**src/rtl/sqrt_pipe.sv**
```systemverilog
// sqrt_pipe: fully pipelined restoring integer square root.
// Each stage resolves one root bit from two radicand bits. All stages
// advance together under a single global stall (adv).

// One restoring root-bit step. Purely combinational; registers live in the top.
module sqrt_stage #(
  parameter int RAD_W  = 10,
  parameter int ROOT_W = RAD_W / 2
) (
  input  logic [ROOT_W-1:0] i_root,
  input  logic [ROOT_W+1:0] i_rem,
  input  logic [RAD_W-1:0]  i_rad,
  output logic [ROOT_W-1:0] o_root,
  output logic [ROOT_W+1:0] o_rem,
  output logic [RAD_W-1:0]  o_rad
);
  logic [ROOT_W+1:0] w_shift;
  logic [ROOT_W+1:0] w_trial;
  logic [ROOT_W+1:0] w_diff;
  logic              w_ge;
  logic              w_unused;

  // Incoming remainder is <= 2*root < 2^ROOT_W, so its top two bits are
  // always zero and shifting them out loses nothing.
  assign w_shift  = {i_rem[ROOT_W-1:0], i_rad[RAD_W-1 -: 2]};
  assign w_trial  = {i_root, 2'b01};
  assign w_ge     = (w_shift >= w_trial);
  assign w_diff   = w_shift - w_trial;
  assign o_rem    = w_ge ? w_diff : w_shift;
  assign o_root   = {i_root[ROOT_W-2:0], w_ge};
  assign o_rad    = {i_rad[RAD_W-3:0], 2'b00};
  assign w_unused = &{1'b0, i_rem[ROOT_W+1:ROOT_W]};
endmodule

module sqrt_pipe #(
  parameter  int RAD_W  = 10,
  localparam int ROOT_W = RAD_W / 2,
  localparam int CNT_W  = $clog2(ROOT_W + 1)
) (
  input  logic              clk,
  input  logic              rst,
  input  logic              i_valid,
  output logic              o_ready,
  input  logic [RAD_W-1:0]  i_radicand,
  output logic              o_valid,
  input  logic              i_ready,
  output logic [ROOT_W-1:0] o_root,
  output logic [ROOT_W:0]   o_rem,
  output logic [CNT_W-1:0]  o_inflight
);
  localparam int STAGES = ROOT_W;

  if ((RAD_W % 2) != 0 || RAD_W < 4) begin : g_bad_width
    $error("sqrt_pipe: RAD_W must be even and >= 4");
  end

  // Stage registers, index k = stage k
  logic [STAGES:1]             r_vld_pipe;
  logic [STAGES:1][ROOT_W-1:0] r_root;
  logic [STAGES:1][ROOT_W+1:0] r_rem;
  logic [STAGES:1][RAD_W-1:0]  r_rad;
  logic [CNT_W-1:0]            r_cnt;

  // w_cur_*[k] feeds stage k+1; w_nxt_*[k] is the next value of stage k
  logic [STAGES-1:0][ROOT_W-1:0] w_cur_root;
  logic [STAGES-1:0][ROOT_W+1:0] w_cur_rem;
  logic [STAGES-1:0][RAD_W-1:0]  w_cur_rad;
  logic [STAGES:1][ROOT_W-1:0]   w_nxt_root;
  logic [STAGES:1][ROOT_W+1:0]   w_nxt_rem;
  logic [STAGES:1][RAD_W-1:0]    w_nxt_rad;

  logic w_adv;
  logic w_acc;
  logic w_dlv;
  logic w_unused;

  assign w_adv = ~r_vld_pipe[STAGES] | i_ready;
  assign w_acc = i_valid & w_adv;
  assign w_dlv = r_vld_pipe[STAGES] & i_ready;

  // Stage sources: stage 1 starts from zero root/remainder. Non-accepted
  // input is zeroed so bubbles never carry X into the payload.
  always_comb begin
    w_cur_root    = '0;
    w_cur_rem     = '0;
    w_cur_rad     = '0;
    w_cur_rad[0]  = w_acc ? i_radicand : '0;
    for (int k = 1; k < STAGES; k++) begin
      w_cur_root[k] = r_root[k];
      w_cur_rem[k]  = r_rem[k];
      w_cur_rad[k]  = r_rad[k];
    end
  end

  for (genvar gk = 1; gk <= STAGES; gk++) begin : g_stage
    sqrt_stage #(.RAD_W(RAD_W), .ROOT_W(ROOT_W)) u_stage (
      .i_root (w_cur_root[gk-1]),
      .i_rem  (w_cur_rem[gk-1]),
      .i_rad  (w_cur_rad[gk-1]),
      .o_root (w_nxt_root[gk]),
      .o_rem  (w_nxt_rem[gk]),
      .o_rad  (w_nxt_rad[gk])
    );
  end

  // Pipeline shift: every stage moves together on adv, holds otherwise
  always_ff @(posedge clk) begin
    if (rst) begin
      r_vld_pipe <= '0;
      r_root     <= '0;
      r_rem      <= '0;
      r_rad      <= '0;
    end else if (w_adv) begin
      r_vld_pipe[1] <= w_acc;
      for (int k = 2; k <= STAGES; k++) r_vld_pipe[k] <= r_vld_pipe[k-1];
      for (int k = 1; k <= STAGES; k++) begin
        r_root[k] <= w_nxt_root[k];
        r_rem[k]  <= w_nxt_rem[k];
        r_rad[k]  <= w_nxt_rad[k];
      end
    end
  end

  // In-flight count tracks valid stages, so it is bounded by STAGES
  always_ff @(posedge clk) begin
    if (rst) begin
      r_cnt <= '0;
    end else begin
      case ({w_acc, w_dlv})
        2'b10:   r_cnt <= r_cnt + CNT_W'(1);
        2'b01:   r_cnt <= r_cnt - CNT_W'(1);
        default: r_cnt <= r_cnt;
      endcase
    end
  end

  assign o_ready    = w_adv;
  assign o_valid    = r_vld_pipe[STAGES];
  assign o_root     = r_root[STAGES];
  assign o_rem      = r_rem[STAGES][ROOT_W:0];
  assign o_inflight = r_cnt;
  assign w_unused   = &{1'b0, r_rem[STAGES][ROOT_W+1], r_rad[STAGES]};
endmodule

```
**config.mk**
```make
export PLATFORM = sky130hd
export DESIGN_NAME = sqrt_pipe
export DESIGN_NICKNAME = d
export VERILOG_FILES = /design/src/rtl/sqrt_pipe.sv
export SDC_FILE = /design/constraint.sdc
export NUM_CORES = 1
export LEC_CHECK = 0
export CAP_MARGIN = 10
export CORE_MARGIN = 1
export CORE_UTILIZATION = 60
export DETAILED_ROUTE_END_ITERATION = 7
export DONT_BUFFER_PORTS = 1
export HOLD_SLACK_MARGIN = 0.12
export PLACE_DENSITY = 0.76
export SYNTH_ARGS = -nofsm -noshare
export SYNTH_HDL_FRONTEND = slang
export SYNTH_SLANG_ARGS = --single-unit
```
**constraint.sdc**
```tcl
create_clock -name clk -period 4.7 [get_ports clk]
set_input_delay 1.41 -clock clk [delete_from_list [all_inputs] [get_ports clk]]
set_output_delay 1.41 -clock clk [all_outputs]
set_load 0.005 [all_outputs]
```
======== Yosys cells after proc, flatten, opt, wreduce, memory -nomap -nowiden ========
Cells that the tools add are included.
W data, S select, Z words.
word-level totals
  ROM bits ................................ 0
  latch bits .............................. 0
  flip-flop bits (word level) ............. 69
  memories ................................ 0
  memory bits (writable) .................. 0
  word-level logic and storage cells ...... 42
cells by class
  bitwise operators ....................... 4
  equality and inequality tests ........... 2
  order comparisons ....................... 5
  div/mod/pow operators ................... 0
  multiplexer cells ....................... 7
  shift-type cells ........................ 0
  reductions and logical operators ........ 1
  add/sub/neg operators ................... 7
  $mul .................................... 0
operators with widths
  operator               count
  $mux W5                4
  $mux W10               1
  $ge A7 B3 Y1           1
  $ge A7 B4 Y1           1
  $ge A7 B5 Y1           1
  $ge A7 B6 Y1           1
  $mux W6                1
  $pmux W3 S2            1
  $sub A6 B6 Y6          1
  $sub A5 B3 Y5          1
  $sub A5 B4 Y5          1
  $sub A5 B5 Y5          1
  $add A3 B1 Y3 const B  1
  $sub A2 B1 Y3 const B  1
  $sub A3 B1 Y3 const B  1
  $and A1 B1 Y1          2
  $eq A2 B1 Y1 const B   1
  $eq A2 B2 Y1 const B   1
  $ge A2 B1 Y1 const B   1
  $reduce_bool A2 Y1     1
  $not A1 Y1             1
  $or A1 B1 Y1           1

======== Longest topological paths before layout ========
Gate-level depths: netlist (run 1).
  word-level depth ........................ 6
  depth in mapped cells ................... 11
  mapped depth without buffers ............ 9

======== Modules after synthesis ========
Synthesis (run 1) repeated with hierarchy kept, for this count alone.
second synthesis, totals
  cells, all modules ...................... 845
  area total of the unflattened synthesis .. 6826.5 sq um
by module, submodules not included
  module      times used  cells each  sequential area each (sq um)  area each (sq um)
  sqrt_pipe   1           490         2142.1                        3923.8
  sqrt_stage  5           71          0.0                           580.6

======== Least setup slack after synthesis (run 1) ========
No wires, ideal clock.
  kind .................................... input port to output port
  start ................................... in i_ready
  end ..................................... out o_ready
  arrival time ............................ 2.252 ns
  stages .................................. 5
  path slack .............................. 1.038 ns
  path buffers ............................ 3
  path through ............................ nor2b_1 clkbuf_1 inv_2 clkbuf_1 buf_1
between the ends
  word-level cells in the longest chain between the ends .. 1
ends and longest elaborated chain
  item          line  source
  from (decl)   46    input logic i_ready,
  $or A1 B1 Y1  77    assign w_adv = ~r_vld_pipe[STAGES] | i_ready;
  to (decl)     43    output logic o_ready,
No other way between the ends.

======== Final worst setup path (run 1) ========
Ends and elaborated chain as after synthesis.

==> results of run 1 <==
==> sequential cells by signal, summed over array words and instances (netlist names) <==
signal / cells
o_inflight: 3
o_root: 5
r_root: 10
o_rem: 6
r_vld_pipe: 5
r_rad: 20
r_rem: 18
==> cells in the mapped netlist (all sizes together) <==
cell / instances / area share (%)
a2111oi: 2 / 1.7
a211o: 3 / 0.86
a211oi: 15 / 3.5
a21o: 1 / 0.23
a21oi: 49 / 7.6
a22oi: 1 / 0.23
a2bb2oi: 1 / 0.27
a31oi: 1 / 0.19
and2: 1 / 0.19
buf: 3 / 0.35
clkbuf: 20 / 2.3
dfxtp: 67 / 42
fa: 1 / 0.62
ha: 19 / 7.4
inv: 23 / 2.7
mux2i: 7 / 2.2
nand2: 74 / 8.6
nand2b: 4 / 0.78
nand3: 10 / 1.6
nand3b: 3 / 0.70
nand4: 1 / 0.19
nand4b: 2 / 0.54
nor2: 28 / 3.3
nor2b: 6 / 1.2
nor3: 8 / 1.2
nor3b: 4 / 0.93
nor4: 7 / 1.4
nor4b: 1 / 0.27
o211ai: 3 / 0.70
o21a: 1 / 0.23
o21ai: 12 / 1.9
o21bai: 1 / 0.23
or3: 1 / 0.19
or4: 1 / 0.27
xnor2: 7 / 1.9
xor2: 7 / 1.9
==> final timing paths <==
path | to | slack, ns | cells past startpoint
worst max-delay path | o_ready | 1.45 | 2
worst min-delay path | r_rad[27]$_SDFFE_PP0N_ | 0.45 | 2
worst max register to register | o_inflight[2]$_SDFFE_PP0P_ | 2.49 | 9
worst min register to register | r_rad[27]$_SDFFE_PP0N_ | 0.45 | 2
==> worst register-to-register path: cells and delay by family (launching register included) <==
kind | cells | cell delay [ns]
AOI/OAI and AO/OA | 1 | 0.15
adders and majority gates | 2 | 0.57
xor gates and xnor gates | 1 | 0.16
and+or+nand+nor | 3 | 0.63
DFF | 1 | 0.36
buffers and inverters | 2 | 0.28
==> power groups by stage <==
stage | sequential, W | clock [W] | combinational (W)
4_1_cts | 0.000685 | 0.000503 | 0.000325
6_report | 0.000684 | 0.000494 | 0.000322
5_1_grt | 0.000698 | 0.000527 | 0.000361
2_1_floorplan | 0.000687 | 0 | 0.000290
3_5_place_dp | 0.000698 | 0 | 0.000323
3_3_place_gp | 0.000696 | 0 | 0.000314
==> placed cells by master, fill, tap and decap left out, drive strengths merged, types with 2 or more instances in the layout <==
cell type  count
buf            2
a2111oi        2
nor4           7
xor2           7
o21ai         12
nor2          28
nor3b          4
a21oi         49
a211oi        15
nand4b         2
ha            19
clkbuf        15
nand2b         4
nor3           8
inv           23
dfxtp         67
o211ai         3
a211o          3
xnor2          7
nand3b         3
mux2i          7
nand3         10
nand2         74
nor2b          6
==> stage by stage <==
stage	utilization [%]	hold WS, ns	power, W	setup WS [ns]	std cells
after floorplan	-	0.432	0.000977	1.04	395
after global placement	63.1	0.432	0.00101	1.47	444
after detailed placement	63.1	0.439	0.00102	1.47	444
after CTS	67.1	0.448	0.00151	1.46	460
after global routing	67.1	0.459	0.00159	1.43	460
final	67.1	0.445	0.00150	1.45	460
==> cells by family after synthesis <==
family	synth area share, %
AND/OR/NAND/NOR	21.3
AO/OA/AOI/OAI	17.7
flip-flops	41.7
buffers and inverters	5.37
adder cells (fa/ha/maj)	8.01
XOR/XNOR	3.81
multiplexers	2.18
==> layout make-up <==
class / instances / area share, %
clock inverters: 1 / 0.871
well taps: 70 / 2.54
inverters: 23 / 2.50
clock buffers: 15 / 5.12
multi-input cells: 282 / 49.6
repair buffers: 2 / 0.435
flip-flops and latches: 67 / 38.9
==> metal layers <==
layer	GRT usage, %	wire (um)
met1	27.7	2820
met2	37.9	2830
met3	5.89	190
met4	10.1	75
met5	0	0
==> impl_metrics.py, run 1 <==
metrics = {
    "clock_network": {
        "cts_max_level": 3,
        "cts_sinks": 67,
        "root_buffer": "clkbuf_8",
        "clk_pin_slew_worst_paths_ns": 0.06,
        "postCtsSetupRepairBufs": 0,
        "insertion_delay_ns": 0.33,
        "cts_resized": 0,
        "cts_tree": "built",
        "clock_path_buffers": 2,
        "cts.hold.buffers_added": 0,
        "cts_buffers": 9,
    },
    "logic_synthesis": {
        "yosys_warnings": 0,
        "syn_inst": 395,
        "synth_seq_area_share_pct": 41.7,
        "synth-seq-cells": 67,
        "syn_area_per_cell_sq_um": 8.15,
        "synth_area_sq_um": 3220,
        "synth.distinct_cells": 39,
        "postSynthNetCount": 429,
    },
    "final_layout": {
        "area_growth_pct": 7.15,
        "ff_latch_area_sq_um": 1340,
        "n_antenna_cell": 0,
        "nets": 419,
        "finish.instance_area_sq_um": 3450,
        "n_fill_cell": 459,
        "multiInputGateArea_sq_um": 1710,
        "layout-drive-gt1-share_pct": 5.38,
    },
    "routing": {
        "via_count": 2558,
        "wl_per_cell_um": 12.9,
        "viasPerCell": 5.56,
        "drt-total-wl_um": 5910,
        "drtPass1Iterations": 4,
        "drtIter0Drc": 104,
        "drc": 0,
        "ant_nets": 0,
    },
    "critical_path": {
        "crit_family": "buffers and inverters",
        "startpoint": "i_ready",
        "cp-start-kind": "input pin",
        "path_class": "input pin to output port",
        "cp_slowest_cell": "inv_2",
        "path_cells": "nor2b_4, inv_2",
        "required_ns": 3.29,
        "arrival_ns": 1.84,
        "end_kind": "output port",
        "cp_max_fo": 29,
        "cp_num_buf_inv": 1,
        "r2r-start": "r_vld_pipe[5]$_SDFFE_PP0N_",
        "slowest_delay_ns": 0.39,
    },
    "global_route": {
        "grt_overflow": 0,
        "grt_start_max_net_pins": 76,
        "grt_use_total_pct": 22.7,
        "first_global_vias": 2231,
        "grt_pass1_wl_um": 9590,
        "grt_antenna_before_repair": 0,
    },
    "placement": {
        "port_buffers": 0,
        "hpwl_um": 3770,
        "gp_congestion": 0.802,
        "place_area_sq_um": 3240,
    },
    "pwr": {
        "swShare_pct": 27.5,
        "peakVddDrop_mv": 0.247,
        "p_seq_share_pct": 45.6,
        "p_leak_nw": 1.29,
        "power_frac_comb_pct": 21.5,
        "pwr-share-clk_pct": 32.9,
        "power-per-cell-area_nw_per_um2": 435,
        "p_int_w": 0.00109,
        "power.switching_w": 0.000413,
    },
    "die": {
        "dieHeight_um": 75.2,
        "start_util_pct": 62.6,
        "dieArea_sq_um": 5660,
        "die_w_um": 75.2,
        "io_pins": 30,
        "rows": 26,
        "core-area_sq_um": 5140,
    },
    "timing": {
        "period_share_pct": 69.0,
        "fmax_mhz": 308,
        "slew_headroom_pct": 53.6,
        "fin_tns_setup_ns": 0,
        "rsz0062_at_grt": "no",
        "skew_ns": 0.00622,
        "hold_viol": 0,
        "period_minus_slack_ns": 3.25,
        "drv_slew": 0,
        "worst_pin_slew_ns": 0.696,
        "setup_viol": 0,
    },
    "hold_path": {
        "hp-class": "register to register",
        "min-delay-start": "r_rad[27]$_SDFFE_PP0N_",
    },
    "status": {
        "status": "completed",
    },
    "job": {
        "max_cap_violations": 0,
    },
}
Note: power is estimated with default switching activity, not from simulation.
==> run 2, diff against run 1 <==
- ABC_AREA: default -> 1
- CORE_UTILIZATION: 60 -> 57
- PLACE_DENSITY: 0.76 -> 0.75
- clock period: 4.7 -> 2.7 ns (I/O delays scaled with it)
==> impl_metrics.py, run 2 <==
metrics = {
    "status": {
        "status": "completed",
    },
    "clock_network": {
        "cts_max_level": 3,
        "root_buffer": "clkbuf_8",
        "clock_path_buffers": 2,
        "cts_sinks": 67,
        "cts_tree": "built",
        "postCtsSetupRepairBufs": 0,
        "clk_pin_slew_worst_paths_ns": 0.07,
        "cts.hold.buffers_added": 0,
        "cts_buffers": 9,
        "cts_resized": 0,
        "insertion_delay_ns": 0.35,
    },
    "logic_synthesis": {
        "synth-seq-cells": 67,
        "syn_area_per_cell_sq_um": 7.53,
        "synth.most_common_cell": "nand2_1",
        "synth_seq_area_share_pct": 40.0,
        "synthTopCellsByArea": "dfxtp_1 40%, nand2_1 8.3%, a21oi_1 7.5%, ha_1 7.1%, o21ai_0 6.1%",
        "synth_top_cell_by_area": "dfxtp_1",
        "synth_top_area_share_pct": 40.0,
        "synth_common_cells": "74 x nand2_1, 67 x dfxtp_1, 54 x inv_1",
        "synth-edff-count": 0,
        "synth.distinct_cells": 37,
        "synth_area_sq_um": 3350,
        "yosys_warnings": 0,
        "syn_inst": 445,
        "synthFlopType": "dfxtp_1",
        "synthArstFlopShare_pct": 0,
        "postSynthNetCount": 479,
    },
    "routing": {
        "wl_per_cell_um": 12.6,
        "drtPass1Iterations": 4,
        "ant_nets": 0,
        "drc": 0,
        "drt-total-wl_um": 6530,
        "viasPerCell": 5.30,
        "drtIter0Drc": 177,
        "via_count": 2743,
    },
    "global_route": {
        "grt_use_total_pct": 22.9,
        "grt_antenna_before_repair": 0,
        "grt_pass1_wl_um": 11100,
        "grt_start_max_net_pins": 61,
        "grt_overflow": 0,
        "first_global_vias": 2463,
    },
    "die": {
        "start_util_pct": 60.1,
        "dieHeight_um": 78.7,
        "rows": 27,
        "io_pins": 30,
        "die_w_um": 78.7,
        "dieArea_sq_um": 6190,
        "core-area_sq_um": 5570,
    },
    "timing": {
        "slew_headroom_pct": 63.3,
        "period_share_pct": 68.0,
        "hold_viol": 0,
        "fin_tns_setup_ns": 0,
        "rsz0062_at_grt": "no",
        "worst_pin_slew_ns": 0.551,
        "period_minus_slack_ns": 1.84,
        "skew_ns": 0.0117,
        "setup_viol": 0,
        "drv_slew": 0,
        "fmax_mhz": 544,
    },
    "final_layout": {
        "mostFrequentLayoutCells": "74 x nand2_1, 67 x dfxtp_1, 54 x inv_1, 50 x a21oi_1, 41 x o21ai_0",
        "top_regs": "r_rad x20, r_rem x18, r_root x10",
        "top_register": "r_rad",
        "layout-drive-gt1-share_pct": 10.1,
        "ff_latch_area_sq_um": 1340,
        "largest_reg_flops": 20,
        "n_antenna_cell": 0,
        "postLayoutCoreUtil_pct": 63.9,
        "nets": 475,
        "fin_cells": 518,
        "finish.instance_area_sq_um": 3560,
        "final_common_cell": "nand2_1",
        "area_growth_pct": 6.28,
        "n_fill_cell": 506,
        "multiInputGateArea_sq_um": 1690,
    },
    "placement": {
        "port_buffers": 0,
        "gp_congestion": 0.814,
        "hpwl_um": 4430,
        "place_area_sq_um": 3380,
        "placed_cells": 502,
    },
    "critical_path": {
        "cp-start-kind": "register",
        "required_ns": 1.89,
        "path_class": "register to output port",
        "end_kind": "output port",
        "arrival_ns": 1.03,
        "cp_max_fo": 18,
    },
    "pwr": {
        "peakVddDrop_mv": 0.423,
        "p_leak_nw": 1.59,
        "power-per-cell-area_nw_per_um2": 770,
    },
    "job": {
        "max_cap_violations": 0,
    },
    "hold_path": {
        "hp-class": "register to register",
    },
}
run 2: routing by layer:
layer  part of all wire (%)  global-route usage [%]  vias up
li1                       -                       -     1442
met1                     49                    30.9     1248
met2                     46                    35.2       48
met3                    4.0                    5.23        5
met4                   0.58                    9.44        0
met5                      0                       0        -
run 2: worst paths after layout:
check | cells past startpoint | slack [ns] | endpoint | startpoint
worst max-delay path | 3 | 0.86 | o_ready | r_vld_pipe[5]$_SDFFE_PP0N_
worst max register to register | 11 | 0.89 | o_inflight[2]$_SDFFE_PP0P_ | r_vld_pipe[5]$_SDFFE_PP0N_
worst min register to register | 2 | 0.45 | r_vld_pipe[4]$_SDFFE_PP0N_ | r_vld_pipe[4]$_SDFFE_PP0N_
worst min-delay path | 2 | 0.45 | r_vld_pipe[4]$_SDFFE_PP0N_ | r_vld_pipe[4]$_SDFFE_PP0N_
run 2: power by group:
group / internal, W / switching, W / leakage, nW
Clock: 0.000337 / 0.000410 / 0.0860
Sequential: 0.00112 / 0.0000912 / 0.550
Combinational: 0.000306 / 0.000481 / 0.954
Total: 0.00176 / 0.000983 / 1.59
run 2: logic make-up (layout without fill, tap and decap cells):
| family | count (synthesis) | after routing | synth area share, % |
|---|---|---|---|
| adder cells (fa/ha/maj) | 20 | 20 | 7.70 |
| AND/OR/NAND/NOR | 160 | 160 | 22.9 |
| flip-flops | 67 | 67 | 40.0 |
| buffers and inverters | 78 | 79 | 9.60 |
| AO/OA/AOI/OAI | 112 | 112 | 17.7 |
| XOR/XNOR | 8 | 8 | 2.09 |
run 2: layout make-up:
class,count,area share [%]
flip-flops and latches,67,37.7
clock buffers,9,3.48
multi-input cells,300,47.4
clock inverters,7,1.44
inverters,59,6.29
well taps,72,2.53
repair buffers,4,1.20
run 2: worst max-delay path: stages, from the launching register on:
cell and delay [ns]:
dfxtp_1 0.39, inv_2 0.08, nor2_8 0.11, inv_4 0.10
run 2: through the flow:
stage,setup WS [ns],hold WS (ns),power [W]
3_5_place_dp,0.543,0.445,0.00200
2_1_floorplan,0.412,0.430,0.00186
6_report,0.863,0.452,0.00274
4_1_cts,0.841,0.456,0.00276
5_1_grt,0.625,0.480,0.00293
3_3_place_gp,0.557,0.440,0.00198
==> run 3, diff against run 2 <==
- ABC_AREA: 1 -> 0
- clock period: 2.7 -> 1.5 ns (I/O delays scaled with it)
==> impl_metrics.py, run 3 (synthesis gave the netlist of run 1 again) <==
metrics = {
    "status": {
        "status": "finished, violations left",
        "violations": "setup timing",
    },
    "critical_path": {
        "cp_slowest_cell": "dfxtp_2",
        "required_ns": 1.74,
        "ff2ff_path_depth": 8,
        "arrival_ns": 2.14,
        "path_cells": "inv_2, ha_4, nor4_4, o21bai_2, a2111oi_4, buf_6, mux2i_2, a211oi_2",
        "cp_max_fo": 6,
        "slowest_delay_ns": 0.36,
        "end_kind": "register",
        "cp-start-kind": "register",
        "path_class": "register to register",
    },
    "die": {
        "rows": 26,
        "start_util_pct": 61.1,
        "die_w_um": 77.1,
        "io_pins": 30,
        "dieHeight_um": 77.1,
        "dieArea_sq_um": 5950,
        "core-area_sq_um": 5270,
    },
    "global_route": {
        "first_global_vias": 3069,
        "grt_overflow": 0,
        "grt_pass1_wl_um": 14200,
        "grt_antenna_before_repair": 0,
        "grt_use_total_pct": 30.5,
        "grt_start_max_net_pins": 76,
    },
    "timing": {
        "fin_ws_ns": -0.402,
        "rsz0062_at_grt": "yes",
        "period_share_pct": 127,
        "skew_ns": 0.00706,
        "fin_tns_setup_ns": -4.72,
        "period_minus_slack_ns": 1.90,
        "hold_ws_ns": 0.154,
        "fmax_mhz": 526,
        "slew_headroom_pct": 78.5,
        "drv_slew": 0,
        "setup_viol": 24,
        "hold_viol": 0,
        "worst_pin_slew_ns": 0.321,
    },
    "final_layout": {
        "top_regs": "r_rad x20, r_rem x18, r_root x10",
        "nets": 496,
        "final_common_cell": "nand2_1",
        "n_fill_cell": 261,
        "mostFrequentLayoutCells": "72 x nand2_1, 66 x buf_4, 47 x dfxtp_1, 45 x a21oi_1, 28 x nor2_1",
        "top_register": "r_rad",
        "layout-drive-gt1-share_pct": 37.5,
        "largest_reg_flops": 20,
        "multiInputGateArea_sq_um": 2050,
        "ff_latch_area_sq_um": 1370,
        "n_antenna_cell": 0,
        "finish.instance_area_sq_um": 4580,
        "area_growth_pct": 42.3,
    },
    "routing": {
        "wl_per_cell_um": 18.4,
        "via_count": 3207,
        "drtIter0Drc": 247,
        "drt-total-wl_um": 9880,
        "drtPass1Iterations": 4,
        "ant_nets": 0,
        "drc": 0,
        "viasPerCell": 5.97,
    },
    "placement": {
        "gp_congestion": 0.772,
        "place_area_sq_um": 3870,
        "port_buffers": 0,
        "hpwl_um": 4610,
    },
    "job": {
        "max_cap_violations": 0,
    },
    "pwr": {
        "peakVddDrop_mv": 1.07,
        "power-per-cell-area_nw_per_um2": 1350,
        "p_leak_nw": 1.84,
    },
    "clock_network": {
        "cts_tree": "built",
        "cts_max_level": 3,
        "root_buffer": "clkbuf_8",
        "clock_path_buffers": 2,
        "insertion_delay_ns": 0.36,
        "cts_buffers": 9,
        "clk_pin_slew_worst_paths_ns": 0.08,
        "cts_sinks": 67,
    },
    "hold_path": {
        "min_path_cells": 1,
        "hp-class": "input pin to register",
    },
}
## run 3: cell count changes in the layout (fill, tap and decap cells not counted), sizes merged, moves of 11 or more
cell,change
nand3,-13
inv,-36
o21ai,-38
buf,+73
nor2,-11
a211oi,+15
## run 3: report_power, final
group	internal, W	switching [W]
registers	0.00200	0.000178
logic	0.00111	0.000850
clock network	0.00132	0.000743
total	0.00442	0.00177
## run 3: path summary, 6_finish.rpt
| check | startpoint | to | slack, ns |
|---|---|---|---|
| worst max-delay path | r_rad[29]$_SDFFE_PP0N_ | r_rem[25]$_SDFFE_PP0N_ | -0.40 |
| worst min-delay path | rst | o_rem[2]$_SDFFE_PP0N_ | 0.15 |
| worst max register to register | r_rad[29]$_SDFFE_PP0N_ | r_rem[25]$_SDFFE_PP0N_ | -0.40 |
| worst min register to register | r_rad[6]$_SDFFE_PP0N_ | r_rad[6]$_SDFFE_PP0N_ | 0.45 |
## run 3: critical path: cells and delay by family (launching register included)
kind                       cells  cell delay (ns)
AOI/OAI and AO/OA              3             0.50
DFF                            1             0.36
and+or+nand+nor                1             0.27
muxes                          1             0.25
buffers and inverters          2             0.24
adders and majority gates      1             0.16
## run 3: per-layer routing
layer / part of all wire (%) / routed length (um) / GRT usage (%) / vias up
li1: - / - / - / 1482
met1: 38 / 3800 / 34.3 / 1559
met2: 53 / 5210 / 53.8 / 131
met3: 5.2 / 518 / 7.62 / 35
met4: 3.5 / 348 / 13.8 / 0
met5: 0 / 0 / 0 / -
## run 3: area by class of cell
type                    instances  share of cell area [%]
flip-flops and latches         67                    30.0
inverters                      23                    1.94
well taps                      70                    1.91
repair buffers                 79                    15.5
multi-input cells             282                    44.7
clock buffers                  10                    3.01
clock inverters                 6                    2.98
## run 3: metrics by stage
stage / setup WS, ns / util [%] / power [W] / cells
final: -0.402 / 86.9 / 0.00619 / 537
after global routing: -0.462 / 86.9 / 0.00646 / 537
after CTS: -0.362 / 83.2 / 0.00589 / 532
after detailed placement: -0.398 / 73.5 / 0.00371 / 504
after global placement: -0.355 / 73.5 / 0.00364 / 504
after floorplan: -0.577 / - / 0.00319 / 395
## run 3: what timing repair did
action | 4_1_cts | 5_1_grt
pin swaps | 14 | 25
setup buffers | 10 | 6
cloned | 2 | 0
hold buffers | 0 | 0
hold endpoints to repair | 0 | 0
gates resized for setup | 37 | 39
setup endpoints to repair | 38 | 50
